<file path="src/rtl/mips_pkg.sv">
// Shared constants and helpers for the MIPS pipeline stages.
package mips_pkg;

  localparam int          WORD_W      = 32;
  localparam logic [31:0] NOP_WORD    = 32'h0000_0000;
  localparam logic [31:0] RESET_PC    = 32'h0000_0000;
  localparam int          IMEM_IDX_HI = 11;
  localparam int          IMEM_IDX_LO = 2;

  // Instruction addresses are word aligned; the low two bits are discarded.
  function automatic logic [WORD_W-1:0] word_align(input logic [WORD_W-1:0] addr);
    return {addr[WORD_W-1:2], 2'b00};
  endfunction

endpackage

</file>
<file path="src/rtl/if_id_register.sv">
// Generic pipeline register carrying an instruction, its PC+4 and a valid bit.
// Flush beats stall so a squash is never lost behind a hazard hold.
module if_id_register
  import mips_pkg::*;
#(
  parameter int                 W       = mips_pkg::WORD_W,
  parameter logic [W-1:0]       NOP_VAL = mips_pkg::NOP_WORD
) (
  input  logic         Clk,
  input  logic         Reset,
  input  logic         Stall,
  input  logic         Flush,
  input  logic [W-1:0] Instruction,
  input  logic [W-1:0] PCPlus4,
  input  logic         Valid,
  output logic [W-1:0] Instruction_ID,
  output logic [W-1:0] PCPlus4_ID,
  output logic         Valid_ID
);

  logic [W-1:0] instr_q, instr_d;
  logic [W-1:0] pcp4_q, pcp4_d;
  logic         valid_q, valid_d;

  // A flush inserts a bubble but keeps the old PC+4 so downstream sees a stable value.
  always_comb begin
    instr_d = instr_q;
    pcp4_d  = pcp4_q;
    valid_d = valid_q;
    if (Flush) begin
      instr_d = NOP_VAL;
      valid_d = 1'b0;
    end else if (!Stall) begin
      instr_d = Instruction;
      pcp4_d  = PCPlus4;
      valid_d = Valid;
    end
  end

  always_ff @(posedge Clk or negedge Reset) begin
    if (!Reset) begin
      instr_q <= NOP_VAL;
      pcp4_q  <= '0;
      valid_q <= 1'b0;
    end else begin
      instr_q <= instr_d;
      pcp4_q  <= pcp4_d;
      valid_q <= valid_d;
    end
  end

  assign Instruction_ID = instr_q;
  assign PCPlus4_ID     = pcp4_q;
  assign Valid_ID       = valid_q;

endmodule

</file>
<file path="src/rtl/instruction_fetch_stage.sv">
// IF stage: PC register, next-PC selection, range/alignment checks and fetch count,
// feeding the IF/ID register from the combinational instruction memory.
module instruction_fetch_stage #(
  parameter logic [31:0] RESET_PC   = mips_pkg::RESET_PC,
  parameter int          IMEM_WORDS = 1024,
  parameter logic [31:0] NOP_WORD   = mips_pkg::NOP_WORD
) (
  input  logic        Clk,
  input  logic        Reset,
  input  logic        Stall,
  input  logic        Redirect,
  input  logic [31:0] RedirectTarget,
  input  logic [31:0] ImemInstruction,
  output logic [31:0] ImemAddress,
  output logic [31:0] PC,
  output logic [31:0] Instruction_ID,
  output logic [31:0] PCPlus4_ID,
  output logic        Valid_ID,
  output logic        OutOfRange,
  output logic        MisalignedRedirect,
  output logic [31:0] FetchCount
);
  import mips_pkg::*;

  localparam logic [32:0] IMEM_BYTES = 33'(IMEM_WORDS) * 33'd4;

  logic [31:0] pc_q, pc_d;
  logic [31:0] count_q, count_d;
  logic        oor_q, oor_d;
  logic        mis_q, mis_d;
  logic [31:0] pc_plus4;
  logic        in_range;
  logic        flush;

  assign pc_plus4 = pc_q + 32'd4;
  assign in_range = {1'b0, pc_q} < IMEM_BYTES;

  // Redirect squashes the slot; an out-of-range fetch also lands a bubble while PC parks.
  assign flush = Redirect | (!Stall && !in_range);

  always_comb begin
    pc_d    = pc_q;
    count_d = count_q;
    oor_d   = oor_q;
    mis_d   = mis_q;
    if (Redirect) begin
      pc_d  = word_align(RedirectTarget);
      mis_d = mis_q | (RedirectTarget[1:0] != 2'b00);
    end else if (!Stall) begin
      if (in_range) begin
        pc_d    = pc_plus4;
        oor_d   = 1'b0;
        count_d = count_q + 32'd1;
      end else begin
        oor_d = 1'b1;
      end
    end
  end

  always_ff @(posedge Clk or negedge Reset) begin
    if (!Reset) begin
      pc_q    <= RESET_PC;
      count_q <= '0;
      oor_q   <= 1'b0;
      mis_q   <= 1'b0;
    end else begin
      pc_q    <= pc_d;
      count_q <= count_d;
      oor_q   <= oor_d;
      mis_q   <= mis_d;
    end
  end

  // Valid_ID=1 means Instruction_ID/PCPlus4_ID hold a real fetched instruction that decode
  // may consume; there is no ready back-pressure other than Stall holding the register.
  if_id_register #(
    .W       (WORD_W),
    .NOP_VAL (NOP_WORD)
  ) u_if_id (
    .Clk            (Clk),
    .Reset          (Reset),
    .Stall          (Stall),
    .Flush          (flush),
    .Instruction    (ImemInstruction),
    .PCPlus4        (pc_plus4),
    .Valid          (1'b1),
    .Instruction_ID (Instruction_ID),
    .PCPlus4_ID     (PCPlus4_ID),
    .Valid_ID       (Valid_ID)
  );

`ifdef IFETCH_TRACE
  always @(posedge Clk) begin
    if (Reset && !Redirect && !Stall && in_range)
      $display("IF capture pc=%h idx=%0d word=%h", pc_q,
               pc_q[IMEM_IDX_HI:IMEM_IDX_LO], ImemInstruction);
  end
`endif

  assign ImemAddress        = pc_q;
  assign PC                 = pc_q;
  assign OutOfRange         = oor_q;
  assign MisalignedRedirect = mis_q;
  assign FetchCount         = count_q;

endmodule

</file>
<file path="config.mk">
export PLATFORM = sky130hd
export DESIGN_NAME = instruction_fetch_stage
export DESIGN_NICKNAME = d
export VERILOG_FILES = /design/src/rtl/mips_pkg.sv /design/src/rtl/if_id_register.sv /design/src/rtl/instruction_fetch_stage.sv
export SDC_FILE = /design/constraint.sdc
export NUM_CORES = 1
export LEC_CHECK = 0
export CAP_MARGIN = 20
export CORE_MARGIN = 2
export CORE_UTILIZATION = 35
export CTS_CLUSTER_SIZE = 8
export DETAILED_ROUTE_END_ITERATION = 6
export HOLD_SLACK_MARGIN = 0.02
export PLACE_DENSITY = 0.68
export SKIP_LAST_GASP = 1
export SYNTH_ARGS = -nofsm -noshare
export SYNTH_HDL_FRONTEND = slang
export SYNTH_SLANG_ARGS = --single-unit
</file>
<file path="constraint.sdc">
create_clock -name Clk -period 5.7 [get_ports Clk]
set_clock_uncertainty 0.15 [all_clocks]
set_input_delay 1.14 -clock Clk [delete_from_list [all_inputs] [get_ports Clk]]
set_output_delay 1.14 -clock Clk [all_outputs]
set_load 0.03 [all_outputs]
</file>
==> metrics <==
Max-slew headroom 0.3610; Synth area leaders dfrtp_1, xnor2_1, a22o_1, buf_4, mux2_2; Post-DP Area 7722 um2; nets 731; M1 GR Usage 0.2258; vias in the first global route 4400; # hold bufs at CTS 0; CTS tree done; crit path max fanout 47; largest net degree at the start of global routing 78; Final period util 0.5806; commonest non-fill, non-tap cell in the layout clkdlybuf4s50_1; Detailed Place HPWL 10.16 mm; DR pass1 iterations 4; # rows 46; CP required between 5 and 6 ns; post-synthesis area per instance 11.89 um2; clock power share 0.472; Main synth FF type dfrtp_1; static leakage 3.470 nW; initial antenna violation count 0; sequential power share 0.405; H-tree levels 4; clk sinks 127; Die Y 130.0 um; Arrival @ worst endpoint 3.46 ns; Final Hold Fails 0; Clock transition at path regs 0.06 ns; GRT overflow 0; sequential area share after synthesis 0.5723; Post-synth EDFFs 0; initial DRC count between 200 and 250; first-pass GRT wire length 23.09 mm; area of the core ~16000 um2; outcome finished clean; drc violations 0; clock root cell clkbuf_16; Synth Instances 467; Inst Count DP 857; total number of yosys warnings 0; top cell type's share of synthesized area 0.5723; Filler cells 1342; Pwr per Cell Area approximately 280 nW/um2; Routed Antenna Nets 0; ant diodes 0; Finished Cell Area 8353 um2; fin crit period 3.310 ns; setup TNS 0 ns; Area Growth Syn to Fin 50.43%; synthesized area 5553 um2; RSZ-0062 raised after global routing false; most frequent cells in the layout clkdlybuf4s50_1, dfrtp_1, xnor2_1, nand2_1, a22o_1; die width 130.0 um; final cell count without fillers 889; Netlist cell types 37; Critical Path End Type register; Die Area 16890 um2; Final Slew Violations 0; met3 Use GR 0.06847; Max-Cap Viols 0; sw frac 0.2457; Hold Crit Class reg -> reg; Peak Freq 0.3021 GHz; Final setup viols 0; Global Route met2 Usage 0.2698; final WL 14.60 mm; RePlAce Congestion 0.7641; routed length per instance roughly 16 um; Startpoint Class primary input; layout cell share with drive strength beyond 1 0.1010; Vias/cell 4.784; layer with the highest usage met2; Net Switching 0.0005812 W; combinational power share 0.123; worst slew pin tran 0.9563 ns; storage element area around 3200 um2; post-synth top area cell dfrtp_1; Post-synth ARST share 1.000; # IOs ~230; Vias 4253; worst vdd ir 0.1939 mV; post-cts repair resize count 0; Multi-input gate area 2006 um2; CTS max path bufs 2; Initial Utilization 0.3534; Post-CTS Setup Bufs 0; PortBufs 224; GRT Total Usage 0.1781; Skew-Pair Late Insertion Delay 0.42 ns; critical path class in -> reg; FF+latch count, synth between 100 and 150; CTS buffer count 17; P_int about 0.0018 W
[worst max-delay path: stages]
cell	delay [ns]
buf_2	0.38
nor4_1	0.30
nand4_1	0.36
nor2_4	0.85
mux2_2	0.41
[registers in the layout, indices dropped and copies added, names as in the netlist]
name,cells
FetchCount,32
MisalignedRedirect,1
ImemAddress,30
u_if_id.PCPlus4_ID,30
OutOfRange,1
u_if_id.Instruction_ID,32
u_if_id.Valid_ID,1
[area by class of cell]
type / count / share of cell area
Inverter: 3 / 0.001348
Timing Repair Buffer: 228 / 0.2735
Multi-Input combinational cell: 284 / 0.2401
Tap cell: 216 / 0.03235
Clock buffer: 20 / 0.05228
Sequential cell: 127 / 0.3805
Clock inverter: 11 / 0.01992
[stage by stage]
step	worst slack, ns	total power, W	util	hold slack [ns]
global route	2.172	0.002455	0.5316	0.3390
CTS	2.359	0.002391	0.5299	0.3357
floorplan	3.172	0.001132	-	0.4968
finish	2.390	0.002366	0.5316	0.3298
global placement	2.044	0.001261	0.4915	0.3079
detailed placement	1.914	0.001265	0.4915	0.3153
[final timing paths]
| path | start | endpoint | slack [ns] | depth (start not counted) |
|---|---|---|---|---|
| min in group asynchronous | Reset | ImemAddress[16]$_DFFE_PN0P_ | 0.39 | 1 |
| min reg2reg | u_if_id.PCPlus4_ID[27]$_DFFE_PN0P_ | u_if_id.PCPlus4_ID[27]$_DFFE_PN0P_ | 0.33 | 1 |
| max in group asynchronous | Reset | u_if_id.Instruction_ID[14]$_DFFE_PN0P_ | 3.82 | 3 |
| max | Redirect | FetchCount[1]$_DFFE_PN0P_ | 2.39 | 5 |
| min | u_if_id.PCPlus4_ID[27]$_DFFE_PN0P_ | u_if_id.PCPlus4_ID[27]$_DFFE_PN0P_ | 0.33 | 1 |
| max reg2reg | ImemAddress[31]$_DFFE_PN0P_ | FetchCount[1]$_DFFE_PN0P_ | 2.86 | 4 |
[cells by family after synthesis]
group | count (synthesis) | share of synthesized area
flip-flops | 127 | 0.5723
other | 1 | 0.0006753
XOR/XNOR | 48 | 0.07571
AO/OA/AOI/OAI | 55 | 0.07188
adder cells (fa/ha/maj) | 2 | 0.004506
multiplexers | 21 | 0.04236
AND/OR/NAND/NOR | 152 | 0.1609
buffers and inverters | 61 | 0.07166
[synth_stat cells, types with 6 or more instances]
| cell | instances |
|---|---|
| nor2_1 | 15 |
| o21ai_0 | 18 |
| and4_1 | 6 |
| mux2_2 | 20 |
| a22o_1 | 32 |
| nor3_1 | 8 |
| nor4_2 | 6 |
| nand3_1 | 20 |
| xnor2_1 | 42 |
| buf_2 | 6 |
| and3_1 | 6 |
| nand4_1 | 15 |
| xor2_1 | 6 |
| and2_1 | 21 |
| nand2_1 | 39 |
| buf_4 | 37 |
| clkbuf_1 | 10 |
| dfrtp_1 | 127 |
[power groups by stage]
stage          logic (W)  clock network (W)  registers, W
6_report        0.000291            0.00112      0.000958
5_1_grt         0.000309            0.00119      0.000962
4_1_cts         0.000292            0.00114      0.000958
3_5_place_dp    0.000291                  0      0.000974
3_3_place_gp    0.000289                  0      0.000972
2_1_floorplan   0.000126                  0       0.00101
[layer usage]
layer / vias to the layer above / part of all wire
li1: 1973 / -
met1: 2090 / 0.43
met2: 168 / 0.46
met3: 22 / 0.084
met4: 0 / 0.024
met5: - / 0
Note: power is estimated with default switching activity, not from simulation.
